--- config.mk ---
export PLATFORM = sky130hd
export DESIGN_NAME = muldiv_unit
export DESIGN_NICKNAME = d
export VERILOG_FILES = /design/src/rtl/riscv_m_pkg.sv /design/src/rtl/muldiv_unit.sv
export SDC_FILE = /design/constraint.sdc
export NUM_CORES = 1
export LEC_CHECK = 0
export ABC_AREA = 1
export BUFFER_PORTS_ARGS = -buffer_cell sky130_fd_sc_hd__buf_2
export CAP_MARGIN = 10
export CORE_MARGIN = 2
export CORE_UTILIZATION = 25
export CTS_CLUSTER_DIAMETER = 50
export DETAILED_ROUTE_END_ITERATION = 8
export MAX_ROUTING_LAYER = met4
export PLACE_DENSITY_LB_ADDON = 0.2
export SYNTH_ARGS = -nofsm -noshare
export SYNTH_HDL_FRONTEND = slang
export SYNTH_SLANG_ARGS = --single-unit
--- constraint.sdc ---
create_clock -name clk -period 5.42 [get_ports clk]
set_input_delay 1.084 -clock clk [delete_from_list [all_inputs] [get_ports clk]]
set_output_delay 1.084 -clock clk [all_outputs]
set_load 0.03 [all_outputs]
--- src/rtl/riscv_m_pkg.sv ---
// Shared RV32M definitions: funct3 codes, FSM states, default width.
// Imported by the multiply/divide unit and its bench.
package riscv_m_pkg;

  localparam int XLEN_DEFAULT = 32;

  localparam logic [2:0] F3_MUL    = 3'b000;
  localparam logic [2:0] F3_MULH   = 3'b001;
  localparam logic [2:0] F3_MULHSU = 3'b010;
  localparam logic [2:0] F3_MULHU  = 3'b011;
  localparam logic [2:0] F3_DIV    = 3'b100;
  localparam logic [2:0] F3_DIVU   = 3'b101;
  localparam logic [2:0] F3_REM    = 3'b110;
  localparam logic [2:0] F3_REMU   = 3'b111;

  typedef enum logic [1:0] {
    IDLE,
    CALC,
    DONE
  } state_e;

endpackage

--- src/rtl/muldiv_unit.sv ---
// Iterative RV32M multiply/divide unit: one bit per cycle on a shared
// 2*XLEN accumulator, single-cycle registered writeback to the regfile.
module muldiv_unit
  import riscv_m_pkg::*;
#(
  parameter int XLEN    = XLEN_DEFAULT,
  parameter int REGADDR = 5
) (
  input  logic               clk,
  input  logic               rst_n,
  input  logic               start,
  input  logic [2:0]         funct3,
  input  logic [XLEN-1:0]    rs1_val,
  input  logic [XLEN-1:0]    rs2_val,
  input  logic [REGADDR-1:0] rd_in,
  input  logic               flush,
  output logic               busy,
  output logic               done,
  output logic [XLEN-1:0]    result,
  output logic [REGADDR-1:0] rd_out,
  output logic               ruwr
);

  localparam int CW = $clog2(XLEN);
  localparam int W2 = 2 * XLEN;
  localparam logic [XLEN-1:0] MINV = {1'b1, {(XLEN-1){1'b0}}};

  state_e             state_q, state_d;
  logic [2:0]         f3_q, f3_d;
  logic [REGADDR-1:0] rd_q, rd_d;
  logic [XLEN-1:0]    b_q, b_d;
  logic [W2-1:0]      acc_q, acc_d;
  logic [CW-1:0]      cnt_q, cnt_d;
  logic               nq_q, nq_d;
  logic               nr_q, nr_d;
  logic [XLEN-1:0]    result_q, result_d;
  logic [REGADDR-1:0] rd_out_q, rd_out_d;
  logic               done_q, done_d;
  logic               ruwr_q, ruwr_d;

  logic               sa, sb;
  logic [XLEN-1:0]    a_mag, b_mag;
  logic               spec_zero, spec_ovf;
  logic [XLEN-1:0]    spec_val;

  always_comb begin
    sa = (funct3 == F3_MULH) || (funct3 == F3_MULHSU) ||
         (funct3 == F3_DIV)  || (funct3 == F3_REM);
    sb = (funct3 == F3_MULH) || (funct3 == F3_DIV) ||
         (funct3 == F3_REM);
    sa = sa && rs1_val[XLEN-1];
    sb = sb && rs2_val[XLEN-1];
    a_mag = sa ? -rs1_val : rs1_val;
    b_mag = sb ? -rs2_val : rs2_val;
    spec_zero = funct3[2] && (rs2_val == '0);
    spec_ovf = ((funct3 == F3_DIV) || (funct3 == F3_REM)) &&
               (rs1_val == MINV) && (rs2_val == '1);
    // funct3[1] selects the remainder flavour of a divide
    if (funct3[1]) spec_val = spec_ovf ? '0 : rs1_val;
    else           spec_val = spec_ovf ? MINV : '1;
  end

  logic [XLEN:0]   sum;
  logic [XLEN:0]   r33;
  logic [XLEN:0]   diff;
  logic [W2-1:0]   acc_step;

  // mul: {hi,lo} with multiplier in lo, shift right
  // div: {rem,quo} shifted left, restoring subtract
  always_comb begin
    sum  = {1'b0, acc_q[W2-1:XLEN]} +
           (acc_q[0] ? {1'b0, b_q} : '0);
    r33  = acc_q[W2-1:XLEN-1];
    diff = r33 - {1'b0, b_q};
    if (f3_q[2]) begin
      if (diff[XLEN])
        acc_step = {r33[XLEN-1:0], acc_q[XLEN-2:0], 1'b0};
      else
        acc_step = {diff[XLEN-1:0], acc_q[XLEN-2:0], 1'b1};
    end else begin
      acc_step = {sum, acc_q[XLEN-1:1]};
    end
  end

  logic [W2-1:0]   prod;
  logic [XLEN-1:0] quo, rem, fin;

  always_comb begin
    prod = nq_q ? -acc_step : acc_step;
    quo  = nq_q ? -acc_step[XLEN-1:0] : acc_step[XLEN-1:0];
    rem  = nr_q ? -acc_step[W2-1:XLEN] : acc_step[W2-1:XLEN];
    fin  = '0;
    unique case (f3_q)
      F3_MUL:                        fin = prod[XLEN-1:0];
      F3_MULH, F3_MULHSU, F3_MULHU:  fin = prod[W2-1:XLEN];
      F3_DIV, F3_DIVU:               fin = quo;
      F3_REM, F3_REMU:               fin = rem;
      default:                       fin = '0;
    endcase
  end

  always_comb begin
    state_d  = state_q;
    f3_d     = f3_q;
    rd_d     = rd_q;
    b_d      = b_q;
    acc_d    = acc_q;
    cnt_d    = cnt_q;
    nq_d     = nq_q;
    nr_d     = nr_q;
    result_d = result_q;
    rd_out_d = rd_out_q;
    done_d   = 1'b0;
    unique case (state_q)
      IDLE: begin
        if (start && !flush) begin
          f3_d  = funct3;
          rd_d  = rd_in;
          b_d   = b_mag;
          acc_d = {{XLEN{1'b0}}, a_mag};
          cnt_d = '0;
          nq_d  = sa ^ sb;
          nr_d  = sa;
          if (spec_zero || spec_ovf) begin
            state_d  = DONE;
            done_d   = 1'b1;
            result_d = spec_val;
            rd_out_d = rd_in;
          end else begin
            state_d = CALC;
          end
        end
      end
      CALC: begin
        if (flush) begin
          state_d = IDLE;
        end else begin
          acc_d = acc_step;
          cnt_d = cnt_q + 1'b1;
          if (cnt_q == CW'(XLEN - 1)) begin
            state_d  = DONE;
            done_d   = 1'b1;
            result_d = fin;
            rd_out_d = rd_q;
          end
        end
      end
      DONE:    state_d = IDLE;
      default: state_d = IDLE;
    endcase
    ruwr_d = done_d && (rd_out_d != '0);
  end

  always_ff @(posedge clk or negedge rst_n) begin
    if (!rst_n) begin
      state_q  <= IDLE;
      f3_q     <= '0;
      rd_q     <= '0;
      b_q      <= '0;
      acc_q    <= '0;
      cnt_q    <= '0;
      nq_q     <= 1'b0;
      nr_q     <= 1'b0;
      result_q <= '0;
      rd_out_q <= '0;
      done_q   <= 1'b0;
      ruwr_q   <= 1'b0;
    end else begin
      state_q  <= state_d;
      f3_q     <= f3_d;
      rd_q     <= rd_d;
      b_q      <= b_d;
      acc_q    <= acc_d;
      cnt_q    <= cnt_d;
      nq_q     <= nq_d;
      nr_q     <= nr_d;
      result_q <= result_d;
      rd_out_q <= rd_out_d;
      done_q   <= done_d;
      ruwr_q   <= ruwr_d;
    end
  end

  assign busy   = (state_q != IDLE);
  assign done   = done_q;
  assign ruwr   = ruwr_q;
  assign result = result_q;
  assign rd_out = rd_out_q;

endmodule

=== Yosys cells after proc, flatten, opt, wreduce, memory -nomap -nowiden ===
Index checks and enable logic that the tools add are counted.

* Input bits: 76
* Logic and storage cells: 107
* Bits in read-only memories: 0
* Memories kept: 0
* Register bits: 152
* Memory bits (writable): 0
* Latch bits: 0
* Output and inout bits: 40

* Bitwise operators: 1
* Multipliers: 0
* Add/sub/neg operators: 8
* Order comparisons: 0
* Div/mod/pow operators: 0
* Shift-type cells: 0
* Mux-type cells: 38
* Equal/unequal tests: 20
* Reduce and logical (&&, ||, !) cells: 28

{| class="wikitable"
|+ Operators with widths
! operator !! count
|-
| two-way mux 32 bit || 11
|-
| two-way mux 64 bit || 5
|-
| negation 32 bit || 4
|-
| one-hot mux 32 bit (4 select lines) || 1
|-
| one-hot mux 64 bit (2 select lines) || 1
|-
| == test 32 bit (second input constant) || 2
|-
| negation 64 bit || 1
|-
| one-hot mux 32 bit (2 select lines) || 1
|-
| adder 32 x 32 -> 33 bit || 1
|-
| subtractor 33 x 32 -> 33 bit || 1
|-
| zero test 32 bit || 1
|-
| two-way mux 31 bit || 1
|-
| two-way mux 5 bit || 6
|-
| one-hot mux 5 bit (2 select lines) || 2
|-
| == test 3 bit (second input constant) || 6
|-
| == test 3 x 2 -> 1 bit (second input constant) || 3
|-
| two-way mux 2 bit || 4
|-
| != test 2 bit (second input constant) || 4
|-
| logical AND 1 bit || 7
|-
| logical OR 1 bit || 7
|-
| == test 3 x 1 -> 1 bit (second input constant) || 2
|-
| adder 5 x 1 -> 5 bit (second input constant) || 1
|-
| == test 5 bit (second input constant) || 1
|-
| AND reduction 5 bit || 1
|-
| 15 further kinds || 21
|}

=== Longest topological paths before layout ===
Gate-level depths: netlist (run 1).

* Depth after elaboration: 10
* Depth in mapped cells: 37

=== Worst setup path after synthesis (run 1) ===
Ideal clock, no wire load.

* Kind: reg-to-reg
* Start point: register acc_q[31]
* End point: register result_q[26] (netlist: result[26])
* Arrival time: 4.017 ns
* Buffers on the path: 0
* Path slack: 1.326 ns
* Setup time: 0.077 ns
* Clock period less this slack: 4.094 ns
* Cell stages (with the launch flop): 37
* Path through: dfrtp_1 > inv_1 > ha_1 > inv_1 > fa_1 > nand2_1 > nand2_1 > nand3b_1 > nand2_1 > nand2_1 > nand2_1 > nand2_4 > nand3_2 > nand3_2 > nand2_2 > inv_1 > ha_1 > inv_1 > nor2_1 > nand4_1 > nor2_1 > nand2_1 > nor2_1 > nand2_1 > nor3b_2 > nand2_1 > inv_1 > nand2_2 > nand2_2 > nand2_2 > inv_2 > nand2_1 > nand2_1 > nand3_1 > nand3_1 > nand2_1 > a21oi_1

* Cells in the longest elaborated chain, start to end: 9
* Elaborated cells between the ends (all ways): 13

{| class="wikitable"
|+ Ends and longest elaborated chain
! element !! line !! RTL
|-
| start, declared || muldiv_unit.sv:32 || <nowiki>logic [W2-1:0] acc_q, acc_d;</nowiki>
|-
| start signal, assigned || muldiv_unit.sv:160 || <nowiki>acc_q <= '0;</nowiki>
|-
| start signal, assigned || muldiv_unit.sv:173 || <nowiki>acc_q <= acc_d;</nowiki>
|-
| subtractor 33 x 32 -> 33 bit || muldiv_unit.sv:74 || <nowiki>diff = r33 - {1'b0, b_q};</nowiki>
|-
| two-way mux 64 bit || muldiv_unit.sv:76 || <nowiki>if (diff[XLEN])</nowiki>
|-
| two-way mux 64 bit * || muldiv_unit.sv:75 || <nowiki>if (f3_q[2]) begin</nowiki>
|-
| negation 64 bit (tied with other cells) || muldiv_unit.sv:89 || <nowiki>prod = nq_q ? -acc_step : acc_step;</nowiki>
|-
| two-way mux 64 bit (tied with other cells) || muldiv_unit.sv:89 ||
|-
| one-hot mux 32 bit (4 select lines) * || muldiv_unit.sv:93 || <nowiki>unique case (f3_q)</nowiki>
|-
| two-way mux 32 bit * || muldiv_unit.sv:140 || <nowiki>if (cnt_q == CW'(XLEN - 1)) begin</nowiki>
|-
| two-way mux 32 bit * || muldiv_unit.sv:135 || <nowiki>if (flush) begin</nowiki>
|-
| one-hot mux 32 bit (2 select lines) * || muldiv_unit.sv:114 || <nowiki>unique case (state_q)</nowiki>
|-
| end signal, assigned || muldiv_unit.sv:177 || <nowiki>result_q <= result_d;</nowiki>
|-
| end, declared || muldiv_unit.sv:36 || <nowiki>logic [XLEN-1:0] result_q, result_d;</nowiki>
|}

Mark *: on every way between the ends. The rest lies on a longest branch, timed or not. The select of a mux whose other input is x is not followed.
A chain may end at the register's enable or synchronous reset.

=== Worst setup path in the final report (run 1) ===
* Start point: register acc_q[31]
* End point: register result_q[12] (netlist: result[12])

The elaborated chain is that of the path after synthesis.

==> flow_summary.toml, run 1 <==
[clock_tree]
root_buffer = "clkbuf_16"
cts_tree = "done"
cts.clk_slew.worst_paths_ns = 0.08
htreeDepth = 4
cts_hold_buf = 0
cts_made_buffers = 17
insertion_delay_ns = 0.51
clk_path_buf_depth = 2
cts_sinks = 152

[die]
initial_core_util_pct = 25.2
die_x_microns = 272
core_sq_um = 71400
rows = 98
io_pins = 116
die_h_microns = 272
die_area_sq_um = 74200

[timing]
fin_setup_tns_ns = 0
hold_viol_final = 0
finalClockSkew_ns = 0.0137
tightest_slew_ns = 0.888
report.final.slew_viol_count = 0
setup-violations-final = 0
fin_crit_ns = 4.97
slew_headroom_pct = 40.6
post-route-period-util_pct = 91.7
rsz0062_at_grt = "false"
fmax_mhz = 201

[synthesis]
seq_area_frac_synth_pct = 21.1
avgSynthCellArea_sq_um = 5.79
synth-edff-count = 0
netlist_area_sq_um = 18000
ys.flop_type = "dfrtp_1"
ys_seq_elements = 152
ys_types = 60
yosysWarnings = 0
synthCells = 3112
async_flop_share_pct = 100
syn_nets = 3261

[route]
vias = 20500
drc = 0
viasPerCell = 4.93
firstDrtPassIters = 5
drt-total-wl_mm = 83.7
drt_iter0_drc = 1726
wire_per_inst_microns = 20.1
final_antenna_net_count = 0

[finish]
final_cell_mix = "912 x nand2_1, 445 x inv_1, 321 x nor2_1, 278 x o21ai_0, 249 x nand3_1"
nets = 3344
layout_commonest_cell = "nand2_1"
regArea_sq_um = 3810
multi_input_area_sq_um = 12100
nFillCells = 8314
post_route_cells_drive_above_1_share_pct = 9.29
areaGrowthSynthToFinish_pct = 12.7

[global_route]
overflow = 0
track_usage_pct = 23.2
grt_pass1_vias = 19600
grt_max_degree = 70
grt_pass1_wl_mm = 125
grt_antenna_before_repair = 3

[placement]
place.gp.congestion = 0.967
port_buffers = 115
dp_hpwl_mm = 67.5

[setup_path]
cp.required_ns = 5.87
critPathSlowestCell = "fa_1"
start_kind = "register"
critPathMaxFanout = 5
crit_type = "register to register"
cpMostUsedCell = "nand2_1"
crit_path_max_incr_delay_ns = 0.42
cp-end-kind = "register"
cp.arrival_ns = 5.42

[outcome]
status = "finished clean"

[hold_path]
min-delay-path-class = "register to register"

[flow_run]
drv_cap = 0
[through the flow]
step           hold WS, ns  utilization [%]  area (sq um)  worst slack (ns)  cells
6_report             0.473             28.5         20300             0.450   4159
5_1_grt              0.503             28.5         20300            0.0175   4158
4_1_cts              0.480             28.4         20300             0.548   4157
3_5_place_dp         0.462             27.6         19700             0.586   4125
3_3_place_gp         0.459             27.6         19700             0.722   4125
2_1_floorplan        0.437                -         18000              1.33   3112
[kinds of logic (layout without fill, tap and decap cells)]
kind of cell             count (synthesis)  in the layout  share of synthesized area, %
AND/OR/NAND/NOR                       1683           1683                          40.0
AO/OA/AOI/OAI                          548            548                          16.8
adder cells (fa/ha/maj)                 73             73                          5.15
other                                    0              1                             0
flip-flops                             152            152                          21.1
buffers and inverters                  556            652                          12.0
XOR/XNOR                               100            100                          4.86
[worst max-delay path, delay by kind of cell (launching register included)]
kind	cells	cell delay [ns]
xor gates and xnor gates	1	0.14
DFF	1	0.38
buffers and inverters	5	0.49
and+or+nand+nor	23	2.86
adders and majority gates	3	0.71
AOI/OAI and AO/OA	2	0.32
[per-layer routing]
layer  global-route usage (%)  share of wire (%)  up-vias
met5                        -                  0        -
met4                     6.35                2.4        0
met3                     2.69                4.8       70
met2                     37.0                 46      622
met1                     30.8                 47     9646
li1                         -                  -    10200
[area by class of cell]
cell class | count | share of cell area (%)
antenna | 1 | 0.0123
clock buffer | 19 | 2.18
clock inverter | 13 | 0.721
inverter | 456 | 8.43
multi-input combinational | 2404 | 59.4
sequential | 152 | 18.8
tap | 950 | 5.85
timing repair buffer | 164 | 4.68
[Yosys cell counts, types with 3 or more instances]
master       n  share of area (%)
a21oi_1    156                4.3
a21oi_2      4               0.19
a21oi_4      3               0.27
a31oi_1      9               0.31
buf_1        7               0.15
buf_2       17               0.47
buf_6        3               0.19
buf_8        3               0.25
clkbuf_1    69                1.4
clkinv_1     4              0.083
dfrtp_1    152                 21
ha_1        71                4.9
inv_1      447                9.3
inv_2        5               0.10
nand2_1    913                 19
nand2_2     31                1.1
nand2_4      7               0.44
nand3_1    249                6.9
nand3_2      7               0.39
nand3b_1    18               0.75
nand4_1     38                1.3
nor2_1     325                6.8
nor2_2      13               0.45
nor2_4       3               0.19
nor3_1      47                1.3
nor4_1      13               0.45
o2111ai_1    3               0.15
o211ai_1    19               0.79
o21ai_0    278                7.7
o21ai_1     19               0.53
o21ai_2      5               0.24
o21bai_1    10               0.42
o221ai_1     6               0.29
o22ai_1     17               0.59
o31ai_1      6               0.25
or2_2        7               0.24
xnor2_1     21                1.0
xor2_1      79                3.8
[flip-flops by register name, summed over array words and instances (netlist names)]
name     flops
acc_q       64
f3_q         3
cnt_q        5
rd_out       5
nr_q         1
b_q         32
ruwr         1
rd_q         5
state_q      2
nq_q         1
result      32
done         1
[repair_timing]
action,in CTS,in global routing
endpoints found under the setup margin,0,1
buffers inserted,0,1
resized for setup,0,2
[worst paths after layout]
kind / startpoint / endpoint / slack (ns) / depth (start not counted)
min in group asynchronous: rst_n / result[23] / 0.58 / 1
worst min-delay path: rd_q[3] / rd_q[3] / 0.47 / 2
worst min register to register: rd_q[3] / rd_q[3] / 0.47 / 2
worst max register to register: acc_q[31] / result[12] / 0.45 / 34
worst max-delay path: acc_q[31] / result[12] / 0.45 / 34
max in group asynchronous: rst_n / acc_q[49] / 3.74 / 2
Power of run 1 is not shown: default switching activity piles up to over one toggle a cycle in this logic, so the estimate is an artifact.
==> run 2: changes to the inputs <==
--- a/config.mk
+++ b/config.mk
@@ -10,10 +10,12 @@
 export CAP_MARGIN = 10
 export CORE_MARGIN = 2
 export CORE_UTILIZATION = 25
+export CTS_BUF_LIST = sky130_fd_sc_hd__clkbuf_16
 export CTS_CLUSTER_DIAMETER = 50
 export DETAILED_ROUTE_END_ITERATION = 8
 export MAX_ROUTING_LAYER = met4
 export PLACE_DENSITY_LB_ADDON = 0.2
+export SLEW_MARGIN = 20
 export SYNTH_ARGS = -nofsm -noshare
 export SYNTH_HDL_FRONTEND = slang
 export SYNTH_SLANG_ARGS = --single-unit
==> run 2 against run 1 <==
Compared with the run above:
- count of clock-buffer cells in the layout decreased by 2
- via count shrank 0.26%
- cell count is the same
- clock skew about the same
- utilization barely moved
- maximum frequency is essentially flat
- worst hold slack is essentially flat
==> flow_summary.toml, run 2 (same netlist as run 1, synthesis figures left out) <==
[timing]
hold_viol_final = 0
fin_crit_ns = 4.97
rsz0062_at_grt = "false"
setup-violations-final = 0
holdWs_ns = 0.473
post-route-period-util_pct = 91.7
fmax_mhz = 201
finalClockSkew_ns = 0.0137
fin_setup_tns_ns = 0
tightest_slew_ns = 0.888
slew_headroom_pct = 40.6
report.final.slew_viol_count = 0

[global_route]
grt_pass1_vias = 19600
grt_pass1_wl_mm = 125
track_usage_pct = 23.2
overflow = 0
grt_antenna_before_repair = 3
grt_max_degree = 70

[hold_path]
whs_path_depth = 2
min-delay-path-class = "register to register"
min_from = "rd_q[3]"
min_to = "rd_q[3]"

[setup_path]
cp.required_ns = 5.87
cp.arrival_ns = 5.42
r2r_end = "result[12]"
ff2ff_path_depth = 34
crit_path_max_incr_delay_ns = 0.42
critPathSlowestCell = "fa_1"
regToRegSetupSlack_ns = 0.45
start_kind = "register"
cpMostUsedCell = "nand2_1"
r2r_start = "acc_q[31]"
cp-end-kind = "register"
crit_type = "register to register"
critPathLaunch = "acc_q[31]"
critPathMaxFanout = 5

[clock_tree]
cts_hold_buf = 0
insertion_delay_ns = 0.51
cts_sinks = 152
clk_path_buf_depth = 2
htreeDepth = 4
cts.clk_slew.worst_paths_ns = 0.08
cts_tree = "done"
root_buffer = "clkbuf_16"
cts_made_buffers = 17

[finish]
layout_commonest_cell = "nand2_1"
nFillCells = 8313
areaGrowthSynthToFinish_pct = 12.7
nets = 3344
final_cell_mix = "912 x nand2_1, 446 x inv_1, 321 x nor2_1, 278 x o21ai_0, 249 x nand3_1"
utilization_pct = 28.4
post_route_cells_drive_above_1_share_pct = 9.26
regMostFlops = "acc_q"
largest_register_ff_count = 64

[route]
final_antenna_net_count = 0
drt_iter0_drc = 1722
wire_per_inst_microns = 20.1
vias = 20500
drt-total-wl_mm = 83.7
drc = 0
firstDrtPassIters = 5
viasPerCell = 4.92

[die]
core_sq_um = 71400
die_x_microns = 272
initial_core_util_pct = 25.2
io_pins = 116
die_h_microns = 272
die_area_sq_um = 74200
rows = 98

[flow_run]
drv_cap = 0

[outcome]
status = "finished clean"

[placement]
dp_hpwl_mm = 67.5
port_buffers = 115
place.gp.congestion = 0.967
==> run 2: changes by cell type in the layout (fill, tap and decap cells not counted) <==
cell / delta
clkbuf_1: -1
clkbuf_8: -1
clkinv_1: +1
inv_1: +1
==> run 2: area by class of cell <==
cell class	instances	area [sq um]	share of cell area, %
multi-input combinational	2404	12100	59.4
sequential	152	3810	18.8
inverter	456	1710	8.43
tap	950	1190	5.86
timing repair buffer	164	950	4.68
clock buffer	17	425	2.10
clock inverter	15	154	0.758
antenna	1	2.50	0.0123
==> run 2: routing by layer <==
| metal | GRT usage (%) | vias to the layer above | routed length, microns |
|---|---|---|---|
| li1 | - | 10200 | - |
| met1 | 30.8 | 9615 | 39200 |
| met2 | 37.0 | 601 | 38600 |
| met3 | 2.69 | 66 | 3870 |
| met4 | 6.35 | 0 | 2010 |
| met5 | - | - | 0 |
==> run 2: through the flow <==
step	area (sq um)	std cells	worst slack, ns
2_1_floorplan	18000	3112	1.33
3_3_place_gp	19700	4125	0.722
3_5_place_dp	19700	4125	0.586
4_1_cts	20300	4157	0.548
5_1_grt	20300	4158	0.0175
6_report	20300	4159	0.451
==> run 2: worst max-delay path by stage <==
stage | end | slack [ns]
2_1_floorplan | result[26] | 1.33
3_3_place_gp | result[20] | 0.72
3_5_place_dp | result[20] | 0.59
4_1_cts | result[20] | 0.55
5_1_grt | result[20] | 0.02
6_report | result[12] | 0.45
==> run 2: critical path: cells and delay by family (launching register included) <==
family / cells / cell delay (ns)
buffers and inverters: 5 / 0.49
DFF: 1 / 0.38
xor gates and xnor gates: 1 / 0.14
AOI/OAI and AO/OA: 2 / 0.32
and+or+nand+nor: 23 / 2.86
adders and majority gates: 3 / 0.71
==> run 2: what timing repair did <==
item                       4_1_cts  5_1_grt
buffers inserted                 0        1
setup endpoints to repair        0        1
gates resized for setup          0        2
Power of run 2 is left out for the same reason.
==> run 3: changes to the inputs <==
--- a/config.mk
+++ b/config.mk
@@ -9,7 +9,7 @@
 export BUFFER_PORTS_ARGS = -buffer_cell sky130_fd_sc_hd__buf_2
 export CAP_MARGIN = 10
 export CORE_MARGIN = 2
-export CORE_UTILIZATION = 25
+export CORE_UTILIZATION = 41
 export CTS_BUF_LIST = sky130_fd_sc_hd__clkbuf_16
 export CTS_CLUSTER_DIAMETER = 50
 export DETAILED_ROUTE_END_ITERATION = 8
==> constraint.sdc (replaced) <==
create_clock -name clk -period 6 [get_ports clk]
set_input_delay 1.2 -clock clk [delete_from_list [all_inputs] [get_ports clk]]
set_output_delay 1.2 -clock clk [all_outputs]
set_load 0.03 [all_outputs]
==> run 3 against run 2 <==
Compared with the run above:
- sequential cell count is the same
- non-clock buffer count shrank 15
- highest routed layer unchanged
- worst hold slack gained 0.011 ns
- count of clock-buffer cells in the layout is the same
- via count grew 4.1%
- global-route usage grew 15 points
- sequential share of layout area grew 0.53 points
- setup slack gained 0.24 ns
==> flow_summary.toml, run 3 (same netlist as run 1, synthesis figures left out) <==
[outcome]
status = "finished clean"

[route]
viasPerCell = 5.64
wire_per_inst_microns = 22.0
top_layer_used = "met4"
drc = 0
firstDrtPassIters = 6
drt_iter0_drc = 2468
m1WireLength_mm = 36.8
wl_met2_mm = 36.3
vias = 21300
drt-total-wl_mm = 83.2
wl_met3_mm = 7.30
final_antenna_net_count = 0

[finish]
largest_register_ff_count = 64
nets = 3329
final_cell_mix = "912 x nand2_1, 445 x inv_1, 324 x nor2_1, 278 x o21ai_0, 249 x nand3_1"
areaGrowthSynthToFinish_pct = 9.57
post_route_cells_drive_above_1_share_pct = 8.80
regMostFlops = "acc_q"
layout_commonest_cell = "nand2_1"

[clock_tree]
cts_resized = 0
root_buffer = "clkbuf_16"
cts.clk_slew.worst_paths_ns = 0.07
insertion_delay_ns = 0.51
clk_path_buf_depth = 2
cts_made_buffers = 17
htreeDepth = 4
cts_sinks = 152
cts_hold_buf = 0
postCtsSetupBuffers = 0
cts_tree = "done"

[global_route]
grt_antenna_before_repair = 1
grt_pass1_wl_mm = 125
grt_max_degree = 74
track_usage_pct = 38.2
overflow = 0
grt_pass1_vias = 20000

[placement]
dp_slack_ns = 0.810
port_buffers = 115
dp_hpwl_mm = 67.1
place.gp.congestion = 1.04

[timing]
fin_crit_ns = 5.31
holdWs_ns = 0.484
hold_viol_final = 0
slew_headroom_pct = 35.4
finalWorstSetupSlack_ns = 0.693
setup-violations-final = 0
finalClockSkew_ns = 0.0168
report.final.slew_viol_count = 0
post-route-period-util_pct = 88.5
fin_setup_tns_ns = 0
rsz0062_at_grt = "false"
tightest_slew_ns = 0.958
fmax_mhz = 188

[hold_path]
min_from = "result[21]"
min-delay-path-class = "register to register"

[die]
initial_core_util_pct = 41.6
die_x_microns = 214
io_pins = 116
die_h_microns = 214
core_sq_um = 43300
die_area_sq_um = 45600
rows = 76

[setup_path]
critPathMaxFanout = 12
critPathLaunch = "acc_q[31]"
crit_type = "register to register"
cp.arrival_ns = 5.74
r2r_start = "acc_q[31]"
cp-end-kind = "register"
crit_path_max_incr_delay_ns = 0.43
cp.required_ns = 6.43
start_kind = "register"
critPathSlowestCell = "fa_1"
cpMostUsedCell = "nand2_1"

[flow_run]
drv_cap = 0
-- run 3: changes by cell type in the layout (fill, tap and decap cells not counted), moves of 2 or more --
cell / before / now
nor2_1: 321 / 324
nor2_2: 16 / 13
buf_4: 49 / 34
inv_8: 0 / 2
clkinv_4: 3 / 1
-- run 3: per-layer routing --
metal,GRT usage (%),vias to the layer above
met4,12.8,0
met5,-,-
met3,6.62,145
met1,51.8,9954
met2,57.4,1046
li1,-,10200
-- run 3: final cells by class --
cell class / count / area [sq um]
repair buffers: 149 / 837
clock buffers: 17 / 425
multi-input cells: 2404 / 12100
inverters: 456 / 1710
flip-flops and latches: 152 / 3810
fillers: 4799 / 23500
clock inverters: 15 / 169
diodes: 1 / 2.50
well taps: 585 / 732
-- run 3: critical path: cells and delay by family (launching register included) --
kind	cells	cell delay [ns]
AO/OA/AOI/OAI	1	0.14
adder cells (fa/ha/maj)	3	0.73
buffers and inverters	6	0.52
flip-flops	1	0.38
AND/OR/NAND/NOR	26	3.45
-- run 3: worst paths after layout --
| check | end | slack [ns] | cells after the start |
|---|---|---|---|
| min in group asynchronous | acc_q[15] | 0.72 | 1 |
| max in group asynchronous | result[8] | 4.03 | 2 |
| setup / recovery | result[26] | 0.69 | 36 |
| setup reg to reg | result[26] | 0.69 | 36 |
| hold / removal | result[21] | 0.48 | 2 |
| hold reg to reg | result[21] | 0.48 | 2 |
-- run 3: per-stage QoR --
stage	area, sq um	util (%)	instances
CTS	19700	45.6	3778
global route	19700	45.6	3778
finish	19700	45.6	3779
global placement	19100	44.2	3746
detailed placement	19100	44.2	3746
floorplan	18000	-	3112
Power of run 3 is left out for the same reason.
